==> src/rtl/s_term_single_cfg_switch_matrix.sv <==
// South-edge terminal switch matrix: loops southbound wires back north with index reversal,
// with per-group run-time modes loaded by a serial shadow/commit frame. Optional: S_TERM_CFG_PARITY_EN.

module s_term_wire_group #(
   parameter int W = 4
) (
   input  logic         clk,
   input  logic         rst,
   input  logic [1:0]   mode,
   input  logic [W-1:0] in_w,
   output logic [W-1:0] out_w
);
   localparam logic [1:0] M_PASS = 2'b00;
   localparam logic [1:0] M_REG  = 2'b01;
   localparam logic [1:0] M_ZERO = 2'b10;

   logic [W-1:0] rev;
   logic [W-1:0] cap_d, cap_q;

   always_comb begin
      rev = '0;
      for (int i = 0; i < W; i++) rev[i] = in_w[W-1-i];
   end

   // The capture register only freezes in HOLD, so entering HOLD keeps the last captured value.
   always_comb begin
      cap_d = (mode == 2'b11) ? cap_q : rev;
   end

   always_ff @(posedge clk) begin
      if (rst) cap_q <= '0;
      else     cap_q <= cap_d;
   end

   always_comb begin
      case (mode)
         M_PASS:  out_w = rev;
         M_REG:   out_w = cap_q;
         M_ZERO:  out_w = '0;
         default: out_w = cap_q;
      endcase
   end
endmodule

module s_term_single_cfg_switch_matrix #(
   parameter int FRAME_BITS = 16
) (
   input  logic        UserCLK,
   input  logic        rst,
   input  logic [3:0]  S1END,
   input  logic [7:0]  S2MID,
   input  logic [7:0]  S2END,
   input  logic [15:0] S4END,
   input  logic [15:0] SS4END,
   output logic [3:0]  N1BEG,
   output logic [7:0]  N2BEG,
   output logic [7:0]  N2BEGb,
   output logic [15:0] N4BEG,
   output logic [15:0] NN4BEG,
   output logic        Co0,
   input  logic        cfg_shift_en,
   input  logic        cfg_bit_in,
   input  logic        cfg_commit,
   input  logic        cfg_err_clr,
   output logic        cfg_done,
   output logic        cfg_err,
   output logic        cfg_full,
   output logic [1:0]  cfg_state
);
`ifdef S_TERM_CFG_PARITY_EN
   localparam int SW = FRAME_BITS + 1;
`else
   localparam int SW = FRAME_BITS;
`endif
   localparam logic [4:0] FULL_CNT = 5'(SW);

   typedef enum logic [1:0] {ST_IDLE = 2'd0, ST_SHIFT = 2'd1, ST_FULL = 2'd2} state_t;

   state_t          state_d, state_q;
   logic [4:0]      count_d, count_q;
   logic [SW-1:0]   shadow_d, shadow_q;
   logic [15:0]     active_d, active_q;
   logic            done_d, done_q;
   logic            err_d, err_q;
   logic            parity_ok;
   logic [9:0]      mode_eff;
   logic            unused_rsvd;

`ifdef S_TERM_CFG_PARITY_EN
   assign parity_ok = ~^shadow_q;
`else
   assign parity_ok = 1'b1;
`endif

   // Commit wins over a same-cycle shift; the dropped bit is flagged as an error.
   always_comb begin
      state_d  = state_q;
      count_d  = count_q;
      shadow_d = shadow_q;
      active_d = active_q;
      done_d   = 1'b0;
      err_d    = err_q;
      if (cfg_err_clr) err_d = 1'b0;
      if (cfg_commit) begin
         if (cfg_shift_en) err_d = 1'b1;
         if (state_q == ST_FULL && parity_ok) begin
            active_d = shadow_q[SW-1 -: 16];
            done_d   = 1'b1;
         end else begin
            err_d = 1'b1;
         end
         state_d = ST_IDLE;
         count_d = '0;
      end else if (cfg_shift_en) begin
         shadow_d = {shadow_q[SW-2:0], cfg_bit_in};
         if (count_q != 5'h1f) count_d = count_q + 5'd1;
         if (state_q == ST_FULL)                  err_d   = 1'b1;
         else if (count_q + 5'd1 == FULL_CNT)     state_d = ST_FULL;
         else                                     state_d = ST_SHIFT;
      end
   end

   always_ff @(posedge UserCLK) begin
      if (rst) begin
         state_q  <= ST_IDLE;
         count_q  <= '0;
         shadow_q <= '0;
         active_q <= '0;
         done_q   <= 1'b0;
         err_q    <= 1'b0;
      end else begin
         state_q  <= state_d;
         count_q  <= count_d;
         shadow_q <= shadow_d;
         active_q <= active_d;
         done_q   <= done_d;
         err_q    <= err_d;
      end
   end

   // Wires stay in pass-through while reset is held, whatever the config flops hold.
   assign mode_eff    = rst ? 10'd0 : active_q[9:0];
   assign Co0         = active_q[10];
   assign cfg_done    = done_q;
   assign cfg_err     = err_q;
   assign cfg_full    = (state_q == ST_FULL);
   assign cfg_state   = state_q;
   assign unused_rsvd = ^active_q[15:11];

   s_term_wire_group #(.W(4))  u_n1  (.clk(UserCLK), .rst(rst), .mode(mode_eff[1:0]), .in_w(S1END),  .out_w(N1BEG));
   s_term_wire_group #(.W(8))  u_n2  (.clk(UserCLK), .rst(rst), .mode(mode_eff[3:2]), .in_w(S2MID),  .out_w(N2BEG));
   s_term_wire_group #(.W(8))  u_n2b (.clk(UserCLK), .rst(rst), .mode(mode_eff[5:4]), .in_w(S2END),  .out_w(N2BEGb));
   s_term_wire_group #(.W(16)) u_n4  (.clk(UserCLK), .rst(rst), .mode(mode_eff[7:6]), .in_w(S4END),  .out_w(N4BEG));
   s_term_wire_group #(.W(16)) u_nn4 (.clk(UserCLK), .rst(rst), .mode(mode_eff[9:8]), .in_w(SS4END), .out_w(NN4BEG));
endmodule

==> config.mk <==
export PLATFORM = sky130hd
export DESIGN_NAME = s_term_single_cfg_switch_matrix
export DESIGN_NICKNAME = d
export VERILOG_FILES = /design/src/rtl/s_term_single_cfg_switch_matrix.sv
export SDC_FILE = /design/constraint.sdc
export NUM_CORES = 1
export LEC_CHECK = 0
export CORE_MARGIN = 2
export CORE_UTILIZATION = 45
export CTS_CLUSTER_SIZE = 16
export DETAILED_ROUTE_END_ITERATION = 16
export PLACE_DENSITY = 0.78
export REMOVE_ABC_BUFFERS = 1
export SLEW_MARGIN = 25
export SYNTH_ARGS = -nofsm -noshare
export SYNTH_HDL_FRONTEND = slang
export SYNTH_SLANG_ARGS = --single-unit
==> constraint.sdc <==
create_clock -name UserCLK -period 1.9 [get_ports UserCLK]
set_clock_uncertainty 0.15 [all_clocks]
set_input_delay 0.38 -clock UserCLK [delete_from_list [all_inputs] [get_ports UserCLK]]
set_output_delay 0.38 -clock UserCLK [all_outputs]
set_load 0.005 [all_outputs]
# After elaboration in Yosys (flattened, before gate mapping)
# Index checks and enable logic that the tools add are counted.
[word_totals] ramBits=0 reg_bits=83 output_inout_bits=58 mem_count=0 romBits=0 input_bits=58 latch_bits=0
[op_classes] n_addsub=1 div_mod_pow=0 n_bitwise=2 mul=0 n_eq_ne=13 shifts=0 n_reduce_logical=11 mux=14 n_lt_le_gt_ge=0
[ops] cell="16-bit case mux with 2 select lines" n=2
[ops] cell="8-bit case mux with 2 select lines" n=2
[ops] cell="2-bit == test, second input constant" n=11
[ops] cell="2-bit logical NOT" n=5
[ops] cell="10-bit two-way mux" n=1
[ops] cell="4-bit case mux with 2 select lines" n=1
[ops] cell="2-bit AND reduction" n=4
[ops] cell="1-bit two-way mux" n=7
[ops] cell="5-bit by 1-bit adder with 5-bit output, second input constant" n=1
[ops] cell="5-bit == test, second input constant" n=1
[ops] cell="5-bit inequality test, second input constant" n=1
[ops] cell="2-bit OR reduction" n=2
[ops] cell="2-bit two-way mux" n=1
[ops] cell="1-bit NOT" n=2

# Depth between registers and ports, before layout
# Gate-level depths: netlist (run 1).
[depth] depth_word=4 depth_mapped=6

# Modules after synthesis
# Synthesis (run 1) repeated with hierarchy kept, for this count alone.
[hier_totals] hier_cells=538 hier_area_um2=4390.5
[modules_own_cells] mod="s_term_wire_group (u_n4 ...)" area_per_inst_um2=979.7 seq_area_each_um2=320.3 instances=2 cells_per_inst=126
[modules_own_cells] mod="s_term_single_cfg_switch_matrix" area_per_inst_um2=1207.4 seq_area_each_um2=620.6 instances=1 cells_per_inst=131
[modules_own_cells] mod="s_term_wire_group (u_n2 ...)" area_per_inst_um2=478.0 seq_area_each_um2=160.2 instances=2 cells_per_inst=62
[modules_own_cells] mod="s_term_wire_group (u_n1)" area_per_inst_um2=267.8 seq_area_each_um2=80.1 instances=1 cells_per_inst=31

# Least setup slack after synthesis (run 1)
# Ideal clock, no wire load.
[synth_path] path_kind="reg-to-reg" start="register count_q[0]" end="register count_q[3]" slack_ns=0.178 setup_ns=0.070 arrival_time_ns=1.502 required_time_ns=1.680 path_buffers=0 stages_incl_launch_ff=7 path_cell_list="dfxtp_1 ha_1 and3_1 ha_1 nand2b_1 or3_1 a21oi_1"
[synth_between] elab_chain_cells=2 elab_cells_between_ends=3 cone_classes="1 x add/sub; 1 x eq/ne; 1 x reduce/logical"
[synth_rtl] element="from (decl)" line="80" source="logic [4:0] count_d, count_q;"
[synth_rtl] element="from (signal assigned)" line="133" source="count_q <= count_d;"
[synth_rtl] element="branches (longest 2 deep; another with 5-bit by 1-bit adder with 5-bit output)"
# Several ways; the timed one is not identified.
# A chain may end at the register's enable or synchronous reset.

# Final worst setup path (run 1)
[layout_path] start="register active_q[8]" end="output port NN4BEG[10]"
[layout_between] elab_chain_cells=3 elab_cells_between_ends=4 cone_classes="1 x eq/ne; 2 x mux; 1 x reduce/logical"
[layout_rtl] element="from (decl)" line="82" source="logic [15:0] active_d, active_q;"
[layout_rtl] element="from (signal assigned)" line="135" source="active_q <= active_d;"
[layout_rtl] element="10-bit two-way mux (*)" line="142" source="assign mode_eff = rst ? 10'd0 : active_q[9:0];"
[layout_rtl] element="2-bit == test or 2-bit logical NOT (tied branches)" line="36" source="case (mode)"
[layout_rtl] element="16-bit case mux with 2 select lines (*)" line="36"
[layout_rtl] element="to (decl)" line="59" source="output logic [15:0] NN4BEG,"
# Every way passes the cells marked *; elsewhere a longest branch is shown, timed or not.

==> results of run 1 <==
==> state kept, by name, indices dropped and copies added (netlist names) <==
| signal | count |
|---|---|
| count_q | 5 |
| shadow_q | 11 |
| u_n4.cap_q | 16 |
| cfg_state | 2 |
| cfg_done | 1 |
| u_n2.cap_q | 8 |
| u_n2b.cap_q | 8 |
| u_nn4.cap_q | 16 |
| cfg_err | 1 |
| active_q | 11 |
| u_n1.cap_q | 4 |
==> cells by family (layout without fill, tap and decap cells) <==
logic type | after synthesis | in the layout | synth area share
xor+xnor | 4 | 4 | 0.00958
buf+inv | 32 | 218 | 0.0479
mux | 10 | 10 | 0.0274
compound gates | 129 | 129 | 0.247
fa+ha+maj | 3 | 3 | 0.0103
flops | 83 | 83 | 0.454
simple gates | 171 | 171 | 0.203
==> final cells by class <==
type	instances	area (um2)
clock buffer	11	151
clock inverter	4	48.8
fill	553	2160
multi-input combinational	317	1900
sequential	83	1680
tap	102	128
timing repair buffer	203	1750
==> timing repair <==
item                                    in CTS  in global routing
cloned                                       4                  0
endpoints found under the setup margin      53                 54
pin swaps                                   43                 26
resized for setup                          234                 37
setup buffers                               39                 13
hold buffers                                 0                  0
==> critical path, stage by stage, from the launching register on <==
cell and delay, ns:
sky130_fd_sc_hd__dfxtp_2 0.33, sky130_fd_sc_hd__nor2b_4 0.14, sky130_fd_sc_hd__buf_6 0.13, sky130_fd_sc_hd__buf_6 0.11, sky130_fd_sc_hd__buf_6 0.10, sky130_fd_sc_hd__a22o_1 0.20
sky130_fd_sc_hd__buf_2 0.13
==> metrics by stage <==
stage	setup WS [ns]	total power, uW	hold slack (ns)	TNS [ns]	instances
after global placement	-0.389	2330	0.288	-16.95	661
after CTS	-0.255	3550	0.187	-3.48	719
final	-0.109	3540	0.190	-0.823	720
after detailed placement	-0.422	2340	0.297	-18.11	661
after global routing	-0.151	3680	0.163	-2.90	720
after floorplan	0.0599	2010	0.276	0	400
==> final timing paths <==
| check | slack, ns | to |
|---|---|---|
| setup / recovery | -0.11 | NN4BEG[10] |
| hold reg to reg | 0.31 | u_n4.cap_q[4] |
| setup reg to reg | 0.12 | count_q[3] |
| hold / removal | 0.19 | u_n4.cap_q[11] |
==> Yosys cell counts (all sizes together) <==
cell type,instances,area share
o22a,2,0.0048
and3b,2,0.0048
or3,1,0.0017
nand3b,4,0.010
dfxtp,83,0.45
xnor2,3,0.0072
and3,1,0.0017
xor2,1,0.0024
o31ai,1,0.0034
o21bai,5,0.018
a21oi,67,0.092
a22o,52,0.12
nand3,22,0.030
ha,3,0.010
mux2i,10,0.027
nor2,13,0.013
o21ai,1,0.0014
nand2,114,0.12
or2,1,0.0017
buf,27,0.043
o221a,1,0.0031
clkbuf,5,0.0051
nor2b,9,0.015
nand4,1,0.0017
nand2b,3,0.0051
==> where the power goes <==
part / internal, uW / leakage (uW) / switching [uW]
logic: 253 / 0.00186 / 165
clock network: 672 / 0.000106 / 606
registers: 1800 / 0.000688 / 40.2
total: 2730 / 0.00265 / 811
==> routing by layer <==
metal | vias up | global-route usage | part of all wire
met4 | 0 | 0.0737 | 0.016
li1 | 1884 | - | -
met3 | 21 | 0.0618 | 0.056
met2 | 123 | 0.427 | 0.51
met1 | 1814 | 0.280 | 0.41
met5 | - | 0 | 0
==> summary.txt, run 1 <==
Synthesis
  – Synthesized instance count: 432
  – Post-synthesis average cell area: 8.46 um2
  – Cell area after synthesis: between 0.003 and 0.004 mm2
  – Distinct cell type count of the synthesized netlist: 31
  – Fraction of the yosys area taken by sequential cells: 0.454
  – Count of synthesis-stage warnings from yosys: 0
  – Synthesized flop and latch total: 83

Global routing
  – First-pass GRT wire length: 16.9 mm
  – Antenna violations before repair: 0
  – Global route overflow: 0
  – Via count of the first global-routing pass: 3733
  – Pin count of the biggest net entering global routing: 19
  – GRT Util Overall: 0.239

Hold path
  – Worst hold-check path type: in2reg
  – Cell count of the worst hold path: 2
  – Startpoint of the worst hold path: rst

Cells and area
  – Most frequent standard cell in the layout excluding fill and tap cells: sky130_fd_sc_hd__nand2_1
  – Area of all placed cells without fillers: about 0.0057 mm2
  – Fraction of layout cells with a size suffix above 1: 0.288
  – Post-layout nets: 675
  – Relative area change from synthesis to final layout: 54.6%
  – Highest-count cells in the layout ignoring fill and taps: sky130_fd_sc_hd__nand2_1, sky130_fd_sc_hd__dfxtp_1, sky130_fd_sc_hd__a21oi_1
  – Final core utilization: 0.724
  – Antenna cell count: 0

STA
  – Slew Limit Headroom: 0.735
  – Setup repair after global routing missed its margin: true
  – Count of endpoints failing setup in the final report: 29
  – Final hold violation count: 0
  – Max Freq: about 500 MHz
  – Period Utilization, post-route: 1.06
  – Actual transition at the worst max-transition pin: 0.398 ns
  – Max-slew violations: 0
  – Post-route setup slack: -0.109 ns
  – Minimum clock period after layout: 2.01 ns

Route
  – Average wire per standard cell: 14.6 um
  – Drt first pass iters: 4
  – Via count: between 3000 and 4000
  – Count of nets left with antenna violations after detail routing: 0
  – Total Routed Length: 10.5 mm
  – Vias per cell: ~5.3
  – DR iter-0 viols: 222
  – Drc violations: 0

CTS
  – Root Buffer Master: sky130_fd_sc_hd__clkbuf_8
  – Clock buffers created by TritonCTS: 9
  – CTS tree: done
  – Clock latency on the worst-skew pair: 0.35 ns
  – Sink Count: 83
  – Max H-tree Level: 3
  – Register clock-pin slew on the reported worst setup and hold paths: 0.08 ns
  – Clock tree buffer depth: 2

Floorplanning
  – Number of placement rows: 32
  – Floorplan die area: between 0.008 and 0.009 mm2
  – Y dimension of the die: 94.1 um
  – Effective utilization at floorplan: 0.468
  – Core Box Area: 0.00781 mm2
  – Die Span X: 94.1 um
  – IO Pins: 116

Place
  – Routability cong.: 0.781
  – HPWL after detailed placement: between 6 and 7 mm
  – Placed inst area: about 0.0051 mm2
  – Buffers on Ports: 115

Critical path
  – Depth of the most critical reg-to-reg path: 6
  – Crit path capture type: primary output
  – Largest fanout on the critical path: 4
  – Arrival time at the worst endpoint: 1.48 ns
  – Data required time at the worst endpoint: 1.37 ns
  – Path type of the worst setup path: reg2out
  – Crit start category: register
  – Worst setup startpoint: active_q[8]
  – Startpoint of the lowest-slack register-to-register path: count_q[0]

Pwr
  – Cell leakage power: 0.00265 uW
  – Maximum VDD drop: 445 uV
  – Pwr/cell area: 626 mW/mm2

Job
  – MaxCap Viol Count: 0

Status
  – Outcome: finished with violations
  – Violations in the final reports: negative setup slack
No activity file was read; power rests on OpenSTA's default activity.
==> inputs of run 2 (changes only) <==
--- a/config.mk
+++ b/config.mk
@@ -11,6 +11,7 @@
 export DETAILED_ROUTE_END_ITERATION = 16
 export PLACE_DENSITY = 0.78
 export REMOVE_ABC_BUFFERS = 1
+export SETUP_SLACK_MARGIN = 0.1
 export SLEW_MARGIN = 25
 export SYNTH_ARGS = -nofsm -noshare
 export SYNTH_HDL_FRONTEND = slang
==> run 2 against run 1 <==
Against the previous run: the flow still finishes with violations (negative setup slack); clock power about the same; register-to-register slack better by 0.04 ns; sequential cell count unchanged; global-route usage down 0.71 points; routed wire length down 4.8%; core utilization down 0.82 points; die area unchanged; maximum frequency up 3.4%; sequential share of layout area up 0.45 points; power down 0.40%; largest power group unchanged; worst hold slack worse by 0.016 ns; critical path type unchanged.
==> summary.txt, run 2 (synthesis results as in run 1) <==
Place
  – Routability cong.: 0.781
  – Placed inst area: roughly 0.0051 mm2
  – Buffers on Ports: 115
  – HPWL after detailed placement: 6.54 mm
  – Number of cells after detailed placement: about 660
  – Dpl ws: -0.422 ns

Route
  – Drc violations: 0
  – Count of nets left with antenna violations after detail routing: 0
  – Average wire per standard cell: 14.0 um
  – DR iter-0 viols: 238
  – Vias per cell: 5.25
  – Total Routed Length: 10.0 mm
  – Via count: 3752
  – Drt first pass iters: 4

CTS
  – CTS tree: done
  – Max H-tree Level: 3
  – Hold buffer count at CTS: 0
  – Root Buffer Master: sky130_fd_sc_hd__clkbuf_8
  – Register clock-pin slew on the reported worst setup and hold paths: 0.07 ns
  – Sink Count: 83
  – Clock latency on the worst-skew pair: 0.34 ns
  – Clock buffers created by TritonCTS: 9
  – Clock tree buffer depth: 2

Global routing
  – First-pass GRT wire length: 16.5 mm
  – Met1 GRT Util: 0.275
  – Via count of the first global-routing pass: 3585
  – Pin count of the biggest net entering global routing: 19
  – Global route hottest layer: met2
  – Met3 capacity usage during global routing: 0.0602
  – Antenna violations before repair: 0
  – GRT Util Overall: 0.232
  – Global route overflow: 0
  – Grt met2 use: 0.415

Floorplanning
  – Y dimension of the die: between 90 and 100 um
  – Number of placement rows: 32
  – Effective utilization at floorplan: 0.468
  – Die Span X: 94.1 um
  – IO Pins: about 120
  – Core Box Area: 0.00781 mm2
  – Floorplan die area: 0.00886 mm2

Critical path
  – Data required time at the worst endpoint: roughly 1.4 ns
  – Setup slack of the worst register-to-register path: 0.16 ns
  – Path type of the worst setup path: reg2out
  – Crit start category: register
  – Arrival time at the worst endpoint: 1.41 ns
  – Startpoint of the lowest-slack register-to-register path: count_q[1]
  – Largest fanout on the critical path: 4
  – Depth of the most critical reg-to-reg path: 6
  – Crit path capture type: primary output
  – Endpoint of the worst-slack reg-to-reg timing path: count_q[3]

STA
  – Max Freq: around 500 MHz
  – Count of endpoints failing setup in the final report: 15
  – Setup repair after global routing missed its margin: true
  – Slew Limit Headroom: 0.718
  – Period Utilization, post-route: 1.02
  – Max-slew violations: 0
  – Minimum clock period after layout: between 1.5 and 2 ns
  – Post-route setup slack: -0.0434 ns
  – Actual transition at the worst max-transition pin: 0.423 ns
  – Final hold violation count: 0

Pwr
  – Cell leakage power: around 0.0026 uW
  – Maximum VDD drop: 420 uV
  – Pwr/cell area: 630 mW/mm2

Cells and area
  – Total area of sequential cells: 0.00168 mm2
  – Post-layout nets: 669
  – Registers with the highest flip-flop counts: u_n4.cap_q x16, u_nn4.cap_q x16
  – Combined area of the multi-input logic cells: 0.00193 mm2
  – Most frequent standard cell in the layout excluding fill and tap cells: sky130_fd_sc_hd__nand2_1
  – Number of filler cells placed in the layout: 587
  – Area of all placed cells without fillers: 0.00559 mm2
  – Final core utilization: 0.716
  – Fraction of layout cells with a size suffix above 1: 0.292
  – Count of placed standard cells in the final layout, fillers left out: 714
  – Antenna cell count: 0
  – Relative area change from synthesis to final layout: 52.8%
  – Highest-count cells in the layout ignoring fill and taps: sky130_fd_sc_hd__nand2_1, sky130_fd_sc_hd__dfxtp_1, sky130_fd_sc_hd__a21oi_1

Hold path
  – Cell count of the worst hold path: 2
  – Worst Hold End: u_n4.cap_q[11]
  – Startpoint of the worst hold path: rst
  – Worst hold-check path type: in2reg

Status
  – Outcome: finished with violations
  – Violations in the final reports: negative setup slack

Job
  – MaxCap Viol Count: 0
-- run 2: cell type report --
class	instances	share of cell area
Clock inverter	4	0.00873
Sequential cell	83	0.301
Tap cell	102	0.0228
Clock buffer	11	0.0271
Timing Repair Buffer	197	0.295
Multi-Input combinational cell	317	0.345
-- run 2: per-stage QoR --
| stage | power, uW | TNS [ns] | hold slack, ns |
|---|---|---|---|
| floorplan | 2010 | 0 | 0.276 |
| global placement | 2330 | -16.95 | 0.288 |
| detailed placement | 2340 | -18.11 | 0.297 |
| CTS | 3540 | -0.315 | 0.160 |
| global route | 3690 | -1.90 | 0.148 |
| finish | 3520 | -0.231 | 0.174 |
-- run 2: repair_timing --
item                       in CTS  in global routing
gates cloned                    2                  0
setup endpoints to repair      56                 54
pin swaps                      52                 12
gates resized for setup       271                  8
buffers inserted               30                  6
-- run 2: layer usage --
metal	up-vias	share of wire
met5	-	0
met4	0	0.012
met3	12	0.054
met2	103	0.52
met1	1772	0.41
li1	1865	-
-- run 2: critical path, stage by stage, from the launching register on --
cell and delay, ns:
sky130_fd_sc_hd__dfxtp_2 0.35, sky130_fd_sc_hd__buf_6 0.10, sky130_fd_sc_hd__o21bai_4 0.08, sky130_fd_sc_hd__buf_6 0.14, sky130_fd_sc_hd__buf_6 0.11, sky130_fd_sc_hd__a22o_1 0.18, sky130_fd_sc_hd__buf_2 0.12
-- run 2: how the worst max path moves through the flow --
stage	slack (ns)	depth (start not counted)	end	start
after floorplan	0.06	2	N4BEG[0]	active_q[6]
final	-0.04	6	N2BEG[6]	active_q[2]
after CTS	-0.04	5	N4BEG[0]	active_q[6]
after detailed placement	-0.42	4	N2BEGb[4]	rst
after global placement	-0.39	4	N2BEGb[6]	rst
after global routing	-0.11	6	N2BEG[6]	active_q[2]
-- run 2: report_power, final --
part           internal [uW]  total, uW  switching [uW]
Sequential              1800       1840            38.3
Clock                    672       1260             591
Combinational            257        421             164
